==> config.mk <==
export PLATFORM = sky130hd
export DESIGN_NAME = wb_queue
export DESIGN_NICKNAME = d
export VERILOG_FILES = /design/src/rtl/wb_queue.sv
export SDC_FILE = /design/constraint.sdc
export NUM_CORES = 1
export LEC_CHECK = 0
export ABC_AREA = 1
export BUFFER_PORTS_ARGS = -buffer_cell sky130_fd_sc_hd__buf_4
export CAP_MARGIN = 25
export CORE_MARGIN = 5
export CORE_UTILIZATION = 30
export DETAILED_ROUTE_END_ITERATION = 6
export PLACE_DENSITY = 0.6
export SETUP_SLACK_MARGIN = 0.5
export SYNTH_ARGS = -nofsm -noshare
export SYNTH_HDL_FRONTEND = slang
export SYNTH_SLANG_ARGS = --single-unit
==> constraint.sdc <==
create_clock -name Wrclk -period 2.65 [get_ports Wrclk]
set_input_delay 0.3975 -clock Wrclk [delete_from_list [all_inputs] [get_ports Wrclk]]
set_output_delay 0.3975 -clock Wrclk [all_outputs]
set_load 0.01 [all_outputs]
==> src/rtl/wb_queue.sv <==
// wb_queue: write-back queue between execute/LSU results and the regfile write port.
// Optional WB_BYPASS_EN forwards the youngest pending value instead of flagging RAW hazards.
module wb_queue #(
    parameter int ADDR_WIDTH = 5,
    parameter int DATA_WIDTH = 32,
    parameter int DEPTH      = 4
) (
    input  logic                    Wrclk,
    input  logic                    rst_n,
    input  logic                    in_valid,
    output logic                    in_ready,
    input  logic [ADDR_WIDTH-1:0]   in_rd,
    input  logic [DATA_WIDTH-1:0]   in_data,
    input  logic                    wb_hold,
    input  logic                    flush,
    output logic [ADDR_WIDTH-1:0]   Rw,
    output logic [DATA_WIDTH-1:0]   busW,
    output logic                    RegWr,
    input  logic [ADDR_WIDTH-1:0]   Ra,
    input  logic [ADDR_WIDTH-1:0]   Rb,
    input  logic [DATA_WIDTH-1:0]   busA,
    input  logic [DATA_WIDTH-1:0]   busB,
    output logic [DATA_WIDTH-1:0]   opA,
    output logic [DATA_WIDTH-1:0]   opB,
    output logic                    hzdA,
    output logic                    hzdB,
    output logic [$clog2(DEPTH):0]  count
);

    localparam int PW = $clog2(DEPTH);
    localparam int CW = PW + 1;
    localparam logic [CW-1:0] FULL_CNT = CW'(DEPTH);

    logic [ADDR_WIDTH-1:0] r_rd   [DEPTH];
    logic [DATA_WIDTH-1:0] r_data [DEPTH];
    logic [DEPTH-1:0]      r_vld;
    logic [PW-1:0]         r_wr_ptr;
    logic [PW-1:0]         r_rd_ptr;
    logic [CW-1:0]         r_count;

    logic                  w_empty;
    logic                  w_full;
    logic                  w_push;
    logic                  w_store;
    logic                  w_pop;
    logic [PW-1:0]         w_scan;
    logic                  w_hit_a;
    logic                  w_hit_b;

    // Handshake: a result transfers on a rising edge where in_valid && in_ready; in_ready
    // depends only on registered occupancy, so it never combinationally follows in_valid.
    assign w_empty  = (r_count == '0);
    assign w_full   = (r_count == FULL_CNT);
    assign in_ready = !w_full;
    assign w_push   = in_valid && in_ready && !flush;
    assign w_store  = w_push && (in_rd != '0);
    assign w_pop    = !w_empty && !wb_hold && !flush;

    assign RegWr = w_pop;
    assign Rw    = w_empty ? '0 : r_rd[r_rd_ptr];
    assign busW  = w_empty ? '0 : r_data[r_rd_ptr];
    assign count = r_count;

    always_ff @(posedge Wrclk or negedge rst_n) begin
        if (!rst_n) begin
            r_wr_ptr <= '0;
            r_rd_ptr <= '0;
            r_count  <= '0;
            r_vld    <= '0;
        end else if (flush) begin
            r_wr_ptr <= '0;
            r_rd_ptr <= '0;
            r_count  <= '0;
            r_vld    <= '0;
        end else begin
            if (w_store) begin
                r_vld[r_wr_ptr] <= 1'b1;
                r_wr_ptr        <= r_wr_ptr + 1'b1;
            end
            if (w_pop) begin
                r_vld[r_rd_ptr] <= 1'b0;
                r_rd_ptr        <= r_rd_ptr + 1'b1;
            end
            case ({w_store, w_pop})
                2'b10:   r_count <= r_count + 1'b1;
                2'b01:   r_count <= r_count - 1'b1;
                default: r_count <= r_count;
            endcase
        end
    end

    // Payload needs no reset: valid bits and the empty mux hide stale contents.
    always_ff @(posedge Wrclk) begin
        if (w_store) begin
            r_rd[r_wr_ptr]   <= in_rd;
            r_data[r_wr_ptr] <= in_data;
        end
    end

    // The head is still compared: it commits at the same edge the regfile is read.
    always_comb begin
        w_hit_a = 1'b0;
        w_hit_b = 1'b0;
        w_scan  = '0;
        for (int i = 0; i < DEPTH; i++) begin
            w_scan = r_rd_ptr + PW'(i);
            if (r_vld[w_scan] && (Ra != '0) && (r_rd[w_scan] == Ra)) begin
                w_hit_a = 1'b1;
            end
            if (r_vld[w_scan] && (Rb != '0) && (r_rd[w_scan] == Rb)) begin
                w_hit_b = 1'b1;
            end
        end
    end

`ifdef WB_BYPASS_EN
    logic [PW-1:0]         w_fscan;
    logic [DATA_WIDTH-1:0] w_fwd_a;
    logic [DATA_WIDTH-1:0] w_fwd_b;

    // Scan oldest to youngest so the youngest matching entry overrides older ones.
    always_comb begin
        w_fwd_a = busA;
        w_fwd_b = busB;
        w_fscan = '0;
        for (int i = 0; i < DEPTH; i++) begin
            w_fscan = r_rd_ptr + PW'(i);
            if (r_vld[w_fscan] && (Ra != '0) && (r_rd[w_fscan] == Ra)) begin
                w_fwd_a = r_data[w_fscan];
            end
            if (r_vld[w_fscan] && (Rb != '0) && (r_rd[w_fscan] == Rb)) begin
                w_fwd_b = r_data[w_fscan];
            end
        end
    end

    assign opA  = w_hit_a ? w_fwd_a : busA;
    assign opB  = w_hit_b ? w_fwd_b : busB;
    assign hzdA = 1'b0;
    assign hzdB = 1'b0;
`else
    assign opA  = busA;
    assign opB  = busB;
    assign hzdA = w_hit_a;
    assign hzdB = w_hit_b;
`endif

endmodule

After elaboration in Yosys (flattened, before gate mapping):

Memory sizes are Yosys's and may differ from the RTL's.
Cells that the tools add are included.
W data, S select, Z words.

* add/sub/neg operators: 6
* bitwise gates (word level): 3
* reductions and logical operators: 34
* equal/unequal tests: 11
* mux-type cells: 34
* order comparisons: 7

Operator list (number)
* $eq A5 B5 Y1: 8
* $mux W32: 1
* $logic_and A1 B1 Y1: 23
* $mux W1: 16
* $mux W4: 4
* $lt A2 B3 Y1 const B: 5
* $reduce_bool A5 Y1: 3
* $bmux W1 S2: 4
* $mux W2: 4
* $pmux W3 S2: 1
* $mux W5: 1
* $add A2 B1 Y2 const B: 2
* $add A2 B2 Y2 const B: 2
* $and A4 B4 Y4: 1
* $demux W1 S2: 2
* $ge A2 B1 Y1 const B: 2
* $logic_not A1 Y1: 4
* $not A4 Y4: 1
* $or A4 B4 Y4: 1
* $reduce_bool A2 Y1: 2
* $add A3 B1 Y3 const B: 1
* $eq A3 B3 Y1 const B: 1
* $logic_not A3 Y1: 1
* $mux W3: 1
* 4 further kinds: 4

* memories kept: 2
* output and inout port bits: 108
* memory bits (writable): 148
* logic and storage cells: 101
* bits in registers: 11
* input bits: 116

Memories
* r_data: words 4, width 32, read ports 1, clocked after Yosys merged registers in 0, wr ports 1, line 35 `logic [DATA_WIDTH-1:0] r_data [DEPTH];`
* r_rd: words 4, width 5, read ports 4, clocked after Yosys merged registers in 0, wr ports 1, line 34 `logic [ADDR_WIDTH-1:0] r_rd [DEPTH];`

Longest topological paths before layout:

* depth in word-level cells: 10
* gate-level depth with buffers: 17
* gate-level depth less buffers: 12

Least setup slack after synthesis:

Ideal clock, no wire load.

* path type: register to register
* start point: register r_count[0] (netlist: count[0])
* end point: memory r_data[0][0], enable pin
* period minus slack after synthesis: 3.023 ns
* data arrival time: 2.590 ns
* stages on the path, launching flop included: 7
* setup slack: -0.373 ns
* library setup time: 0.433 ns
* buffers on the path: 0
* data required time: 2.217 ns
* path through: dfrtp_1 -> inv_1 -> nand3_1 -> nand2_1 -> nor2_1 -> nand2_1 -> nor2_1

* word-level cells in the longest chain between the ends: 7

RTL lines
* start, declared: line 39 `logic [CW-1:0] r_count;`
* start signal, assigned: line 85 `2'b10: r_count <= r_count + 1'b1;`
* start signal, assigned: line 86 `2'b01: r_count <= r_count - 1'b1;`
* start signal, assigned: line 87 `default: r_count <= r_count;`
* $eq A3 B3 Y1: line 53 `assign w_full = (r_count == FULL_CNT);`
* $logic_not A1 Y1: line 54 `assign in_ready = !w_full;`
* named net in_ready: line 11 `output logic in_ready,`
* $logic_and A1 B1 Y1 (2 in a row): line 55 `assign w_push = in_valid && in_ready && !flush;`
* $logic_and A1 B1 Y1: line 56 `assign w_store = w_push && (in_rd != '0);`
* $mux W1: line 94 `if (w_store) begin`
* $mux W1 (implied by the code): line 96 `r_data[r_wr_ptr] <= in_data;`
* end, declared: line 35

The timed path passes the listed nets, and every way through them passes these cells.

Worst setup path after layout:

* start point: register r_rd_ptr[1]
* end point: output hzdB

* word-level cells in the longest chain between the ends: 8
* elaborated cells on any way between the ends: 28
* those cells by class: add/sub: 3; eq/ne: 4; mux: 12; reduce/logical: 8; memory: 1

RTL lines
* start, declared: line 38 `logic [PW-1:0] r_rd_ptr;`
* start signal, assigned: line 82 `r_rd_ptr <= r_rd_ptr + 1'b1;`
* branches (longest 7 deep; another with $mem_v2 Z4 W5)
* $mux W1 *: line 110 `if (r_vld[w_scan] && (Rb != '0) && (r_rd[w_scan] == Rb)) begin`
* end, declared: line 26 `output logic hzdB,`

Mark *: on every way between the ends. The select of a mux whose other input is x is not followed.

==> flow_summary.json <==
{
  "synth_area_per_cell_sq_um": 9.41,
  "setup_ws_ps": 55.0,
  "grt_pass1_vias": 5921,
  "synth_seq_cells": 159,
  "grt_max_degree": 47,
  "postSynth.asyncResetShare_pct": 6.92,
  "insertion_delay_ps": 430,
  "antenna_found_initial": 1,
  "dp_hpwl_um": 15200,
  "drtIter0Drc": 438,
  "die_y_um": 176,
  "drv_cap": 0,
  "p_per_area_nw_per_um2": 663,
  "path_clk_slew_ps": 60,
  "die_x_um": 176,
  "cp-start-kind": "register",
  "overflow": 0,
  "cp.arrival_ps": 2200,
  "routed-via-count": 6120,
  "dieArea_sq_um": 30800,
  "rsz0062_at_grt": "yes",
  "min-delay-path-class": "in2reg",
  "drt_pass1_iterations": 5,
  "period_share_pct": 97.9,
  "period_needed_ps": 2600,
  "numPlacedInstances": 1227,
  "cts.sinks": 159,
  "antenna_cells": 0,
  "ys_types": 27,
  "coreArea_sq_um": 27000,
  "synth-edff-count": 148,
  "globalplace.congestion": 0.814,
  "cp-end-kind": "output pin",
  "cts_buffers": 17,
  "io_pins": 224,
  "grt_pass1_wl_um": 35000,
  "hold_viol": 0,
  "hold-worst-slack_ps": 172,
  "synth_top_area_share_pct": 54.0,
  "max_freq_mhz": 385,
  "initial_core_util_pct": 30.5,
  "setup_violations": 0,
  "io_buffers": 95,
  "criticalPathCategory": "reg2out",
  "wl_per_cell_um": 18.5,
  "final_max_slew_viol_count": 0,
  "cts_tree": "done",
  "area_growth_syn_to_layout_pct": 21.3,
  "tightest_slew_ps": 551,
  "syn_area_sq_um": 8220,
  "htreeDepth": 4,
  "fin_util_pct": 37.0,
  "max-clock-path-buffers": 2,
  "antenna_left": 0,
  "yosys.area.top_type": "edfxtp_1",
  "status": "complete, no violations",
  "final.setup_skew_ps": 8.85,
  "critPathMaxFanout": 9,
  "finalWirelength_um": 23700,
  "ys_warn_count": 0,
  "required_ps": 2250,
  "vdd_drop_max_v": 0.000350,
  "max_slew_margin_pct": 63.2,
  "grt_usage_pct": 15.0,
  "post_drt_via_cell_ratio": 4.78,
  "final_layout_size_suffix_gt1_share_pct": 25.1,
  "dp_slack_ps": 197,
  "ys_seq_area_share_pct": 57.4,
  "layout_commonest_cell": "nor2_1",
  "synth_cells": 874,
  "rows": 60,
  "final_cell_mix": "nor2_1 (173), edfxtp_1 (148), nand2_1 (143)",
  "synth_nets": 999,
  "final_nets": 1052,
  "drc_errors": 0,
  "cellLeakagePower_nw": 4.00,
  "cts_root_buf": "clkbuf_16",
  "ys_top_cells_by_area": "edfxtp_1 (54%), nor2_1 (8.2%), nand2_1 (7.4%), buf_4 (6.2%), nand3_1 (5.7%)",
  "synth_ff_type": "edfxtp_1",
  "final_cells": 1281
}
timing repair:
action	CTS	global route
setup endpoints to repair	67	167
gates cloned	7	0
hold buffers	1	0
hold endpoints to repair	11	0
gates resized for setup	33	32
buffers inserted	9	5
pin swaps	10	12
state kept, by name, indices dropped and copies added (netlist names):
| signal | cells |
|---|---|
| r_rd_ptr | 2 |
| count | 3 |
| r_vld | 4 |
| r_data | 128 |
| r_wr_ptr | 2 |
| r_rd | 20 |
final cells by class:
class                   count  area (sq um)
flip-flops and latches    159          4720
inverters                  35           154
clock inverters            13           121
fillers                  2684         17000
well taps                 341           427
clock buffers              19           433
multi-input cells         584          2920
repair buffers            130          1200
Yosys cell counts (all sizes together) (4+ instances only):
library cell	instances
a211oi	4
a21oi	38
buf	88
clkbuf	10
dfrtp	11
edfxtp	148
ha	8
inv	35
nand2	173
nand3	106
nor2	180
o21ai	69
worst max-delay path, stage by stage (launching register included):
cell	delay, ps
dfrtp_2	440
inv_8	40
ha_4	360
buf_12	150
nand3_2	100
nand3_1	90
nand2_1	60
nor2_1	110
nand3_1	90
nand2_1	90
inv_1	50
nand2_2	70
buf_4	120
final timing paths:
kind	startpoint	endpoint	slack, ps	cells past startpoint
setup / recovery	r_rd_ptr[1]	hzdB	50	12
hold / removal	in_data[26]	r_data[1][26]	170	1
setup reg to reg	count[0]	count[2]	680	13
hold reg to reg	count[1]	count[1]	600	2
max in group asynchronous	rst_n	r_rd_ptr[0]	2130	2
min in group asynchronous	rst_n	count[0]	340	2
per-layer routing:
metal | wire (um) | track usage, % | share of wire (%) | up-vias
li1 | - | - | - | 3008
met1 | 9210 | 17.1 | 39 | 2834
met2 | 11900 | 26.3 | 50 | 188
met3 | 1520 | 3.53 | 6.4 | 88
met4 | 1000 | 7.34 | 4.2 | 2
met5 | 13 | 0 | 0.055 | -
power by group:
group	switching, W	leakage, nW	internal (W)
Sequential	0.0000304	1.49	0.00284
Clock	0.000940	0.272	0.00137
Combinational	0.000864	2.24	0.000568
logic make-up (layout without fill, tap and decap cells):
kind of cell             count (synthesis)  in the layout  synth area share, %
AO/OA/AOI/OAI                          112            112                 6.95
flip-flops                             159            159                 57.4
adder cells (fa/ha/maj)                  9              9                 1.46
buffers and inverters                  133            197                 9.91
AND/OR/NAND/NOR                        461            463                 24.3
per-stage QoR:
stage	instance area (sq um)	power, W	setup TNS, ps
global placement	8880	0.00415	0
detailed placement	8880	0.00417	0
floorplan	8290	0.00379	0
global route	9980	0.00692	-142
finish	9980	0.00661	0
CTS	9820	0.00665	0
(Power assumes the default switching activity.)
